File: src/rtl/apb_master_nsel_pkg.sv
// Shared types and width helpers for the multi-slave APB3 master.
package apb_master_pkg;

    typedef enum logic [1:0] {
        IDLE   = 2'd0,
        SETUP  = 2'd1,
        ACCESS = 2'd2
    } apb_state_e;

    typedef struct packed {
        logic valid;
        logic err;
    } rsp_flags_t;

    function automatic int selWidth(input int nslave);
        return (nslave <= 1) ? 1 : $clog2(nslave);
    endfunction

    // A zero timeout still needs a one-bit counter so the logic stays well formed.
    function automatic int cntWidth(input int timeout);
        return (timeout < 1) ? 1 : $clog2(timeout + 1);
    endfunction

endpackage

File: src/rtl/apb_master_nsel_if.sv
// Command/response port plus APB3 segment signals of the multi-slave master.
interface apb_master_nsel_if #(
    parameter int DWIDTH = 32,
    parameter int AWIDTH = 32,
    parameter int NSLAVE = 4
);
    logic                     cmd_valid;
    logic                     cmd_ready;
    logic                     cmd_write;
    logic [AWIDTH-1:0]        cmd_addr;
    logic [DWIDTH-1:0]        cmd_wdata;
    logic                     rsp_valid;
    logic [DWIDTH-1:0]        rsp_rdata;
    logic                     rsp_err;
    logic [NSLAVE-1:0]        PSEL;
    logic                     PENABLE;
    logic                     PWRITE;
    logic [AWIDTH-1:0]        PADDR;
    logic [DWIDTH-1:0]        PWDATA;
    logic [NSLAVE*DWIDTH-1:0] PRDATA;
    logic [NSLAVE-1:0]        PREADY;
    logic [NSLAVE-1:0]        PSLVERR;

    modport master (
        input  cmd_valid, cmd_write, cmd_addr, cmd_wdata, PRDATA, PREADY, PSLVERR,
        output cmd_ready, rsp_valid, rsp_rdata, rsp_err, PSEL, PENABLE, PWRITE, PADDR, PWDATA
    );

    modport slave (
        output cmd_valid, cmd_write, cmd_addr, cmd_wdata, PRDATA, PREADY, PSLVERR,
        input  cmd_ready, rsp_valid, rsp_rdata, rsp_err, PSEL, PENABLE, PWRITE, PADDR, PWDATA
    );

endinterface

File: src/rtl/apb_master_nsel_decode.sv
// Maps the top address bits to a slave index, a one-hot select and an out-of-range flag.
module apb_slave_decode
    import apb_master_pkg::*;
#(
    parameter int AWIDTH = 32,
    parameter int NSLAVE = 4
) (
    input  logic [AWIDTH-1:0]                 addr_i,
    output logic [selWidth(NSLAVE)-1:0]       index_o,
    output logic [NSLAVE-1:0]                 onehot_o,
    output logic                              oorange_o
);
    localparam int SELW = selWidth(NSLAVE);

    logic unusedAddrBits;

    assign unusedAddrBits = ^addr_i[AWIDTH-SELW-1:0];
    assign index_o        = addr_i[AWIDTH-1 -: SELW];
    assign oorange_o      = (32'(index_o) >= 32'(NSLAVE));

    always_comb begin
        onehot_o = '0;
        for (int i = 0; i < NSLAVE; i++) begin
            onehot_o[i] = (32'(index_o) == 32'(i));
        end
    end

endmodule

File: src/rtl/apb_master_nsel.sv
// APB3 master: one command at a time, SETUP/ACCESS to a decoded slave, registered
// response strobe with an optional wait-state timeout.
module apb_master_nsel
    import apb_master_pkg::*;
#(
    parameter int DWIDTH  = 32,
    parameter int AWIDTH  = 32,
    parameter int NSLAVE  = 4,
    parameter int TIMEOUT = 16
) (
    input logic               PCLK,
    input logic               PRESETn,
    apb_master_nsel_if.master bus
);
    localparam int SELW = selWidth(NSLAVE);
    localparam int CW   = cntWidth(TIMEOUT);
    localparam logic [CW-1:0] TO_VAL = CW'(TIMEOUT);

    apb_state_e        state_q, state_d;
    logic [SELW-1:0]   index_q, index_d;
    logic [NSLAVE-1:0] oneHot_q, oneHot_d;
    logic [AWIDTH-1:0] paddr_q, paddr_d;
    logic              pwrite_q, pwrite_d;
    logic [DWIDTH-1:0] pwdata_q, pwdata_d;
    logic [CW-1:0]     waitCnt_q, waitCnt_d;
    rsp_flags_t        rsp_q, rsp_d;
    logic [DWIDTH-1:0] rspRdata_q, rspRdata_d;

    logic [SELW-1:0]   decIndex;
    logic [NSLAVE-1:0] decOnehot;
    logic              decOutOfRange;
    logic [CW-1:0]     waitSat;
    logic              selReady;
    logic              selErr;
    logic [DWIDTH-1:0] selData;

    apb_slave_decode #(
        .AWIDTH (AWIDTH),
        .NSLAVE (NSLAVE)
    ) u_decode (
        .addr_i    (bus.cmd_addr),
        .index_o   (decIndex),
        .onehot_o  (decOnehot),
        .oorange_o (decOutOfRange)
    );

    assign waitSat = (&waitCnt_q) ? waitCnt_q : waitCnt_q + 1'b1;

    // Only the latched slave's completion signals are ever looked at.
    always_comb begin
        selReady = 1'b0;
        selErr   = 1'b0;
        selData  = '0;
        for (int i = 0; i < NSLAVE; i++) begin
            if (32'(index_q) == 32'(i)) begin
                selReady = bus.PREADY[i];
                selErr   = bus.PSLVERR[i];
                selData  = bus.PRDATA[i*DWIDTH +: DWIDTH];
            end
        end
    end

    always_comb begin
        state_d    = state_q;
        index_d    = index_q;
        oneHot_d   = oneHot_q;
        paddr_d    = paddr_q;
        pwrite_d   = pwrite_q;
        pwdata_d   = pwdata_q;
        waitCnt_d  = waitCnt_q;
        rsp_d      = '0;
        rspRdata_d = '0;
        unique case (state_q)
            IDLE: begin
                if (bus.cmd_valid) begin
                    if (decOutOfRange) begin
                        rsp_d = '{valid: 1'b1, err: 1'b1};
                    end else begin
                        state_d   = SETUP;
                        index_d   = decIndex;
                        oneHot_d  = decOnehot;
                        paddr_d   = bus.cmd_addr;
                        pwrite_d  = bus.cmd_write;
                        pwdata_d  = bus.cmd_wdata;
                        waitCnt_d = '0;
                    end
                end
            end
            SETUP: state_d = ACCESS;
            ACCESS: begin
                if (selReady) begin
                    state_d    = IDLE;
                    rsp_d      = '{valid: 1'b1, err: selErr};
                    rspRdata_d = (!pwrite_q && !selErr) ? selData : '0;
                end else begin
                    waitCnt_d = waitSat;
                    if ((TIMEOUT != 0) && (waitSat == TO_VAL)) begin
                        state_d = IDLE;
                        rsp_d   = '{valid: 1'b1, err: 1'b1};
                    end
                end
            end
            default: state_d = IDLE;
        endcase
    end

    always_ff @(posedge PCLK or negedge PRESETn) begin
        if (!PRESETn) begin
            state_q    <= IDLE;
            index_q    <= '0;
            oneHot_q   <= '0;
            paddr_q    <= '0;
            pwrite_q   <= 1'b0;
            pwdata_q   <= '0;
            waitCnt_q  <= '0;
            rsp_q      <= '0;
            rspRdata_q <= '0;
        end else begin
            state_q    <= state_d;
            index_q    <= index_d;
            oneHot_q   <= oneHot_d;
            paddr_q    <= paddr_d;
            pwrite_q   <= pwrite_d;
            pwdata_q   <= pwdata_d;
            waitCnt_q  <= waitCnt_d;
            rsp_q      <= rsp_d;
            rspRdata_q <= rspRdata_d;
        end
    end

    assign bus.cmd_ready = (state_q == IDLE);
    assign bus.PSEL      = (state_q == IDLE) ? '0 : oneHot_q;
    assign bus.PENABLE   = (state_q == ACCESS);
    assign bus.PWRITE    = pwrite_q;
    assign bus.PADDR     = paddr_q;
    assign bus.PWDATA    = pwdata_q;
    assign bus.rsp_valid = rsp_q.valid;
    assign bus.rsp_err   = rsp_q.err;
    assign bus.rsp_rdata = rspRdata_q;

endmodule

File: src/flat_wrapper.sv
// flat-port wrapper written by rule: the top's interface ports become plain ports
module apb_master_nsel_flat import apb_master_pkg::*;
#(
    parameter int DWIDTH  = 32,
    parameter int AWIDTH  = 32,
    parameter int NSLAVE  = 4,
    parameter int TIMEOUT = 16
)
  (PCLK, PRESETn, bus_cmd_valid, bus_cmd_write, bus_cmd_addr, bus_cmd_wdata, bus_PRDATA, bus_PREADY, bus_PSLVERR, bus_cmd_ready, bus_rsp_valid, bus_rsp_rdata, bus_rsp_err, bus_PSEL, bus_PENABLE, bus_PWRITE, bus_PADDR, bus_PWDATA);
  apb_master_nsel_if #(.DWIDTH(DWIDTH), .AWIDTH(AWIDTH), .NSLAVE(NSLAVE)) bus_i ();
  input logic PCLK;
  input logic PRESETn;
  input wire logic [$bits(bus_i.cmd_valid)-1:0] bus_cmd_valid;
  input wire logic [$bits(bus_i.cmd_write)-1:0] bus_cmd_write;
  input wire logic [$bits(bus_i.cmd_addr)-1:0] bus_cmd_addr;
  input wire logic [$bits(bus_i.cmd_wdata)-1:0] bus_cmd_wdata;
  input wire logic [$bits(bus_i.PRDATA)-1:0] bus_PRDATA;
  input wire logic [$bits(bus_i.PREADY)-1:0] bus_PREADY;
  input wire logic [$bits(bus_i.PSLVERR)-1:0] bus_PSLVERR;
  output wire logic [$bits(bus_i.cmd_ready)-1:0] bus_cmd_ready;
  output wire logic [$bits(bus_i.rsp_valid)-1:0] bus_rsp_valid;
  output wire logic [$bits(bus_i.rsp_rdata)-1:0] bus_rsp_rdata;
  output wire logic [$bits(bus_i.rsp_err)-1:0] bus_rsp_err;
  output wire logic [$bits(bus_i.PSEL)-1:0] bus_PSEL;
  output wire logic [$bits(bus_i.PENABLE)-1:0] bus_PENABLE;
  output wire logic [$bits(bus_i.PWRITE)-1:0] bus_PWRITE;
  output wire logic [$bits(bus_i.PADDR)-1:0] bus_PADDR;
  output wire logic [$bits(bus_i.PWDATA)-1:0] bus_PWDATA;
  assign bus_i.cmd_valid = bus_cmd_valid;
  assign bus_i.cmd_write = bus_cmd_write;
  assign bus_i.cmd_addr = bus_cmd_addr;
  assign bus_i.cmd_wdata = bus_cmd_wdata;
  assign bus_i.PRDATA = bus_PRDATA;
  assign bus_i.PREADY = bus_PREADY;
  assign bus_i.PSLVERR = bus_PSLVERR;
  assign bus_cmd_ready = bus_i.cmd_ready;
  assign bus_rsp_valid = bus_i.rsp_valid;
  assign bus_rsp_rdata = bus_i.rsp_rdata;
  assign bus_rsp_err = bus_i.rsp_err;
  assign bus_PSEL = bus_i.PSEL;
  assign bus_PENABLE = bus_i.PENABLE;
  assign bus_PWRITE = bus_i.PWRITE;
  assign bus_PADDR = bus_i.PADDR;
  assign bus_PWDATA = bus_i.PWDATA;
  apb_master_nsel #(.DWIDTH(DWIDTH), .AWIDTH(AWIDTH), .NSLAVE(NSLAVE), .TIMEOUT(TIMEOUT)) u_core (.PCLK(PCLK), .PRESETn(PRESETn), .bus(bus_i));
endmodule
File: config.mk
export PLATFORM = sky130hd
export DESIGN_NAME = apb_master_nsel_flat
export DESIGN_NICKNAME = d
export VERILOG_FILES = /design/src/rtl/apb_master_nsel_pkg.sv /design/src/rtl/apb_master_nsel_if.sv /design/src/rtl/apb_master_nsel_decode.sv /design/src/rtl/apb_master_nsel.sv /design/src/flat_wrapper.sv
export SDC_FILE = /design/constraint.sdc
export NUM_CORES = 1
export LEC_CHECK = 0
export ABC_AREA = 1
export CAP_MARGIN = 40
export CORE_ASPECT_RATIO = 1.4
export CORE_MARGIN = 2
export CORE_UTILIZATION = 35
export CTS_CLUSTER_SIZE = 24
export DETAILED_ROUTE_END_ITERATION = 10
export PLACE_DENSITY = 0.77
export SLEW_MARGIN = 20
export SYNTH_ARGS = -nofsm -noshare
export SYNTH_HDL_FRONTEND = slang
export SYNTH_SLANG_ARGS = --single-unit
File: constraint.sdc
create_clock -name PCLK -period 4.1 [get_ports PCLK]
set_input_delay 0.82 -clock PCLK [delete_from_list [all_inputs] [get_ports PCLK]]
set_output_delay 0.82 -clock PCLK [all_outputs]
set_load 0.05 [all_outputs]
==> results of run 1 <==
[worst max-delay path by stage]
| stage | start | to | slack (ns) | cells past startpoint |
|---|---|---|---|---|
| finish | u_core.state_q[1] | bus_cmd_ready | 1.28 | 2 |
| CTS | u_core.state_q[1] | bus_cmd_ready | 1.23 | 2 |
| detailed placement | u_core.state_q[1] | bus_cmd_ready | 1.62 | 2 |
| global route | u_core.state_q[1] | bus_cmd_ready | 1.17 | 2 |
| floorplan | u_core.state_q[1] | bus_PSEL[0] | 1.94 | 2 |
| global placement | u_core.bus.PADDR[30] | u_core.bus.rsp_rdata[28] | 1.60 | 7 |
[registers in the layout, indices dropped and copies added, names as in the netlist]
| register | cells |
|---|---|
| u_core.oneHot_q | 4 |
| u_core.waitCnt_q | 5 |
| u_core.bus.PADDR | 31 |
| u_core.state_q | 2 |
| u_core.bus.rsp_valid | 1 |
| u_core.bus.PWRITE | 1 |
| u_core.bus.rsp_rdata | 32 |
| u_core.index_q | 1 |
| u_core.bus.rsp_err | 1 |
| u_core.bus.PWDATA | 32 |
[synthesized netlist by cell type, types with 6 or more instances]
| library cell | count | area [µm²] |
|---|---|---|
| sky130_fd_sc_hd__buf_2 | 16 | 80.08 |
| sky130_fd_sc_hd__clkbuf_1 | 11 | 41.29 |
| sky130_fd_sc_hd__dfrtp_1 | 110 | 2753 |
| sky130_fd_sc_hd__inv_1 | 23 | 86.33 |
| sky130_fd_sc_hd__nand2_1 | 270 | 1013 |
| sky130_fd_sc_hd__nand3_1 | 29 | 145.1 |
| sky130_fd_sc_hd__nand4_1 | 7 | 43.79 |
| sky130_fd_sc_hd__nor2_1 | 31 | 116.4 |
| sky130_fd_sc_hd__nor2_2 | 14 | 87.58 |
| sky130_fd_sc_hd__o21ai_0 | 62 | 310.3 |
| sky130_fd_sc_hd__o221ai_1 | 9 | 78.83 |
| sky130_fd_sc_hd__o22ai_1 | 6 | 37.54 |
[worst min-delay path: stages, from the launching register on]
cell	delay [ns]
sky130_fd_sc_hd__dfrtp_1	0.34
sky130_fd_sc_hd__nand2_1	0.05
sky130_fd_sc_hd__nand2_1	0.05
[kinds of logic after synthesis]
logic type      share of synthesized area (%)
flops                                   55.25
fa+ha+maj                              0.2511
compound gates                          9.292
buf+inv                                 5.575
simple gates                            29.63
[layer usage]
layer / routed length [µm] / global-route usage (%) / share of wire (%)
met2: 8774 / 40.58 / 51
met3: 1339 / 5.031 / 7.8
met5: 0 / 0 / 0
met1: 6382 / 25.17 / 37
met4: 770 / 12.07 / 4.5
[area by class of cell]
class	instances	share of cell area (%)
multi-input cells	443	22.94
inverters	26	1.175
flip-flops and latches	110	32.31
repair buffers	315	36.97
clock buffers	9	2.644
clock inverters	7	1.234
well taps	185	2.717
[placed cells by master (no fill, tap or decap)]
master and n:
sky130_fd_sc_hd__o221ai_1 9, sky130_fd_sc_hd__nand3_2 1, sky130_fd_sc_hd__inv_4 1, sky130_fd_sc_hd__inv_2 2
sky130_fd_sc_hd__nand2_1 269, sky130_fd_sc_hd__inv_8 1, sky130_fd_sc_hd__clkdlybuf4s50_1 307, sky130_fd_sc_hd__nand3_1 29
sky130_fd_sc_hd__buf_12 1, sky130_fd_sc_hd__clkinv_4 2, sky130_fd_sc_hd__a21oi_1 2, sky130_fd_sc_hd__nor2_1 31
sky130_fd_sc_hd__dfrtp_1 110, sky130_fd_sc_hd__o21ai_1 2, sky130_fd_sc_hd__nor3_1 4, sky130_fd_sc_hd__nor2_2 14
sky130_fd_sc_hd__bufinv_16 2, sky130_fd_sc_hd__nand2_2 2, sky130_fd_sc_hd__o22ai_1 6, sky130_fd_sc_hd__nand4_1 7
sky130_fd_sc_hd__clkbuf_16 9, sky130_fd_sc_hd__inv_1 23, sky130_fd_sc_hd__clkinvlp_4 1, sky130_fd_sc_hd__nor2_4 2
sky130_fd_sc_hd__o21ai_4 1, sky130_fd_sc_hd__nand2_4 1, sky130_fd_sc_hd__buf_6 1, sky130_fd_sc_hd__buf_4 6
sky130_fd_sc_hd__o21ai_0 62, sky130_fd_sc_hd__inv_6 1, sky130_fd_sc_hd__ha_1 1
[power by group]
part | switching (mW) | leakage [nW] | internal [mW] | total (mW)
clock network | 0.409 | 0.158 | 0.544 | 0.954
logic | 2.49 | 2.34 | 1.20 | 3.69
registers | 0.201 | 1.42 | 1.46 | 1.67
total | 3.10 | 3.92 | 3.21 | 6.31
==> out/summary.md, run 1 <==
The run finished with clean final reports. Setup violations remaining at the end of the flow were counted as 0. The number of H-tree levels was 3; the biggest cell delay along the critical path was 0.88 ns.

For the data arrival time of the worst path, the log shows 2.00 ns. The data required time at the worst endpoint was 3.28 ns; the die outline area was 15,220 µm². At the pin with the least slew margin, the transition time is 0.7885 ns. The design area is 8518 µm².

The category of the worst setup path launch point was a flip-flop. The final weighted congestion of routability-driven global placement was 0.8886; the hold violation total from the final report was 0. For the count of filler cells inserted in the layout, the log shows 1,233. For the number of remaining DRC errors, the log shows 0.

Via count of the first global-routing pass: 5,193. In this design, the largest share of critical-path delay is due to buffers and inverters. The part of the Yosys area used for sequential elements was 55.25%. The time the worst path needs with I/O delays and setup is 2.820 ns. CTS saw 110 sinks.

The placed instance count was 1,079; the count of non-filler cells in the finished layout was 1,095. The worst hold slack is 0.4789 ns, and the leakage component of the power is 3.916 nW. The run gives 309 as the number of top-level pins. The number of cells on the worst reg-to-reg path is 8.

STA classifies the critical path endpoint as a primary output. The height of the die was 145.2 µm; the period utilization was 68.78%. In the final layout, the share of cells above drive strength 1 is 5.275%. The tool flagged a number of max-cap violations equal to 0. In this run the worst hold path is classified as reg2reg. Across all layers, the routed design uses 5,191 vias.

The count of warnings emitted by yosys was 0; the clock network latency to the later pin of the worst-skew pair was 0.35 ns. The first global-routing pass estimated 27,430 µm of wire. The longest clock path from root to sink contains 2 buffers. Between clock sinks in the finished design, the worst skew comes to 0.007155 ns.

The number of stages on the worst hold path works out to 2. The repair_antennas step left the layout with diodes totalling 0. Clock tree synthesis selected as its root buffer the cell sky130_fd_sc_hd__clkbuf_16.

The number of clock buffers added by TritonCTS is 9. The number of register bits inferred by synthesis was 110. Width of the die: 104.8 µm. The critical path goes through nor2_2, clkdlybuf4s50_1. The tools report the capture instance of the worst register-to-register path as u_core.bus.rsp_rdata[9]. The fraction of registers with async set or reset after synthesis is 100.0%. The worst pin sits at a relative slew slack of 47.25%.

The detailed router finished its first iteration with 245 violations. Critical-path maximum fanout: 7. For flop-to-flop paths, the worst setup slack is 1.83 ns. The distinct cell type count of the synthesized netlist was 25. The final layout contains 1,110 nets.

For the number of pins exceeding their max-slew limit in the final report, the log shows 0. A synthesized cell averages 8.141 µm². The maximum clock frequency was 354.6 MHz; the peak supply drop was 0.4124 mV. Entering global routing, the biggest net connects 67 pins. The slowest stage of the critical path belongs to the cell sky130_fd_sc_hd__clkdlybuf4s50_1.

The multi-input combinational cell area was 1954 µm²; the overall power was 6.314 mW. The number of nets in the synthesized netlist is 817, and the global route total overflow is 0. The logs give 0 for the post-CTS repair timing setup buffer count and 51 for the number of rows in the core area. The setup path with the least slack is of type reg2out.

After floorplanning, the core was sized to cover 13,910 µm². The layout overhead on the synthesized area is 70.97%, and the netlist area before placement is 4982 µm². The wire length per cell came out at 15.77 µm. The routed via count divided by cell count was 4.741.

The logs give 0 for the remaining antenna violation count and 612 for the gate count after technology mapping. Hold path endpoint: u_core.bus.PWDATA[8]. The wire-length estimate of the detail-placed layout is 13,280 µm.

In this run the critical register-to-register path is launched from u_core.bus.PADDR[30]. Setup repair after global routing left no endpoint under its margin. The final setup slack of the worst path was 1.280 ns. The flip-flop cell with the highest count after synthesis was sky130_fd_sc_hd__dfrtp_1. In the global route stage, overall resource usage came out at 22.86%. The startpoint of the most critical hold path was u_core.bus.PWDATA[8]. The number of antenna violations at the first check in global routing is 0. The initial utilization of the core area, before any placement, comes to 35.82%. The tools report the hold buffer count at cts as 0.

The setup TNS is 0 ns, and the number of buffers and inverters on the critical path is 1. The final wirelength came out at 17,270 µm. OpenSTA, run right after detailed placement, puts the worst setup slack at 1.619 ns. Counting flops with a built-in enable in the synthesized netlist gives 0. The run gives 8188 µm² as the post-place instance area. Registers take 2753 µm². The power per cell area is 741.2 nW/µm². TritonCTS built the clock tree.

The post-cts gate resize count is 0, and the utilization after layout is 61.23%. For the number of iterations in the first detailed-routing pass, the log shows 4. Input and output buffers added on the ports amount to 308.

After clock tree synthesis, the clock-pin slew on the worst setup and hold paths is 0.07 ns.
(Power assumes the default switching activity.)
==> inputs of run 2 (changes only) <==
==> constraint.sdc (replaced) <==
create_clock -name PCLK -period 2.8 [get_ports PCLK]
set_input_delay 0.56 -clock PCLK [delete_from_list [all_inputs] [get_ports PCLK]]
set_output_delay 0.56 -clock PCLK [all_outputs]
set_load 0.05 [all_outputs]
==> out/summary.md, run 2 (synthesis results as in run 1) <==
Width of the die: 104.8 µm. Final hold analysis gives a worst-case slack of 0.2437 ns. IR analysis of the VDD net gives a maximum drop of 0.4282 mV. Count of clock tree sinks: 110.

The die covers 15,220 µm². Clock latency on the worst-skew pair, taken at its later pin, is 0.35 ns. Across every metal layer, demand over resource in global routing totals 22.10%. The pin count of the biggest net entering global routing was 53. Of all nets on the critical path, the largest fanout is 7. The number of pins exceeding their max-slew limit in the final report was 0. The run finished with clean final reports. The run gives 16,710 µm as the final wirelength.

The first global-routing pass estimated 26,670 µm of wire. Summed over all cells, the static leakage comes to 3.926 nW. For the number of antenna violations at the first check in global routing, the log shows 0. Hold buffer count at cts: 0. STA puts the critical path data required time at 2.24 ns. At the pin with the least slew margin, the transition time is 0.6881 ns.

The layout overhead on the synthesized area was 71.17%. Remaining antenna violation count: 0. The number of buffers and inverters on the critical path is 1. TritonCTS built the clock tree.

The period utilization is 92.36%. The number of clock buffers inserted by TritonCTS was 9. The library cell used most frequently in the layout, excluding fill and tap cells, is sky130_fd_sc_hd__clkdlybuf4s50_1. The placed instance count came out at 1,085.

The tools report the initial cell density of the core as 35.82%. The tools report the DRC violation total after the first TritonRoute iteration as 268. STA classifies the critical path endpoint as a primary output.

The cell type of the slowest stage on the worst timing path is sky130_fd_sc_hd__clkdlybuf4s50_1. STA classifies the critical path startpoint as a flip-flop. After detailed routing, the number of vias per cell comes to 4.741. Clock-pin slew was measured on the worst setup and hold paths at 0.08 ns. STA puts the critical path data arrival time at 2.03 ns. In the final routed layout, each cell accounts on average for 15.17 µm.

The routed layout has 5,220 vias. The power per cell area was 1069 nW/µm². During I/O placement, the number of pins put on the boundary was 309.

Measured against its own limit, the worst slew margin works out to 54.13%. The tools report the number of H-tree levels as 3. Post-cts gate resize count: 0.

The pre-antenna-repair detailed-routing pass consisted of 6 iterations. The time the worst path needs with I/O delays and setup was 2.586 ns. Setup repair after global routing left no endpoint under its margin. For the number of remaining DRC errors, the log shows 0.

Cells with a size suffix above 1 make up 6.004% of the layout. The worst setup path category is reg2out. In this design, the stage delay of the slowest critical-path cell is 0.88 ns.

The top cell types in the final layout, fill and taps aside, are sky130_fd_sc_hd__clkdlybuf4s50_1, sky130_fd_sc_hd__nand2_1, sky130_fd_sc_hd__dfrtp_1, sky130_fd_sc_hd__o21ai_0, sky130_fd_sc_hd__nor2_1. The critical path goes through nor2_2, clkdlybuf4s50_1. The setup TNS came out at 0 ns. Max-cap violations in this run came to 0. Fill cells in the final layout number 1,255. Worst min-delay path category: in2async. Sum of net half-perimeters after detailed placement: 13,040 µm.

The post-layout net count was 1,116; the post-CTS repair timing setup buffer count was 0. The repair_antennas step left the layout with diodes totalling 0. Family with the most delay on the worst path: buffers and inverters.

In this run the core area contains 51 standard-cell rows. The via count of the first global-routing pass is 5,243. The clock skew was 0.009629 ns; the setup violation total in the final timing report was 0. Height of the die: 145.2 µm. For the buffer levels on the longest clock path, the log shows 2. For this run, the top clock speed supported by timing is 386.7 MHz.

For the hold violation total from the final report, the log shows 0. Global routing finished with a remaining overflow of 0. The clock root buffer was sky130_fd_sc_hd__clkbuf_16. Count of non-filler cells in the finished layout: 1,101. At the end of routability-driven placement, the weighted congestion stood at 0.8143.

Input and output buffers added on the ports amount to 308. After floorplanning, the core was sized to cover 13,910 µm².
## run 2: cell count changes in the layout (fill, tap and decap cells not counted), sizes merged
cell           before  now
clkdlybuf4s50     307  306
buf                 8   15
inv                28   29
clkinvlp            1    2
bufinv              2    0
## run 2: power by group
part / leakage [nW] / internal, mW / total [mW] / switching (mW)
clock: 0.136 / 0.623 / 1.23 / 0.607
sequential: 1.42 / 2.14 / 2.45 / 0.310
combinational: 2.37 / 1.79 / 5.44 / 3.64
## run 2: stage by stage
step / setup WS [ns] / total power [mW] / instance area (µm²) / utilization (%)
6_report: 0.2138 / 9.121 / 8528 / 61.31
5_1_grt: 0.1417 / 9.684 / 8528 / 61.31
3_5_place_dp: 0.5716 / 7.951 / 8239 / 59.23
4_1_cts: 0.1837 / 9.218 / 8528 / 61.31
2_1_floorplan: 0.9013 / 5.993 / 4982 / -
3_3_place_gp: 0.6159 / 7.876 / 8239 / 59.23
## run 2: layout make-up
| cell class | count | area (µm²) | area share, % |
|---|---|---|---|
| clock inverters | 7 | 63.81 | 0.7482 |
| clock buffers | 9 | 225.2 | 2.641 |
| inverters | 26 | 100.1 | 1.174 |
| well taps | 185 | 231.5 | 2.714 |
| multi-input cells | 443 | 1954 | 22.92 |
| flip-flops and latches | 110 | 2753 | 32.28 |
| repair buffers | 321 | 3201 | 37.53 |
## run 2: worst paths after layout
kind / from / end / slack, ns / cells after the start
max in group asynchronous: PRESETn / u_core.bus.PADDR[27] / 1.89 / 2
setup / recovery: u_core.state_q[1] / bus_cmd_ready / 0.21 / 2
hold reg to reg: u_core.bus.PADDR[12] / u_core.bus.PADDR[12] / 0.48 / 2
setup reg to reg: u_core.bus.PADDR[30] / u_core.bus.rsp_rdata[6] / 0.79 / 8
min in group PCLK: u_core.bus.PADDR[12] / u_core.bus.PADDR[12] / 0.48 / 2
hold / removal: PRESETn / u_core.bus.rsp_rdata[28] / 0.24 / 1
## run 2: per-layer routing
layer  up-vias  wire length [µm]  track usage, %
li1       2544                 -               -
met1      2375              6106           24.80
met2       247              8477           38.12
met3        54              1232           4.987
met4         0               888           12.73
met5         -                 0               0
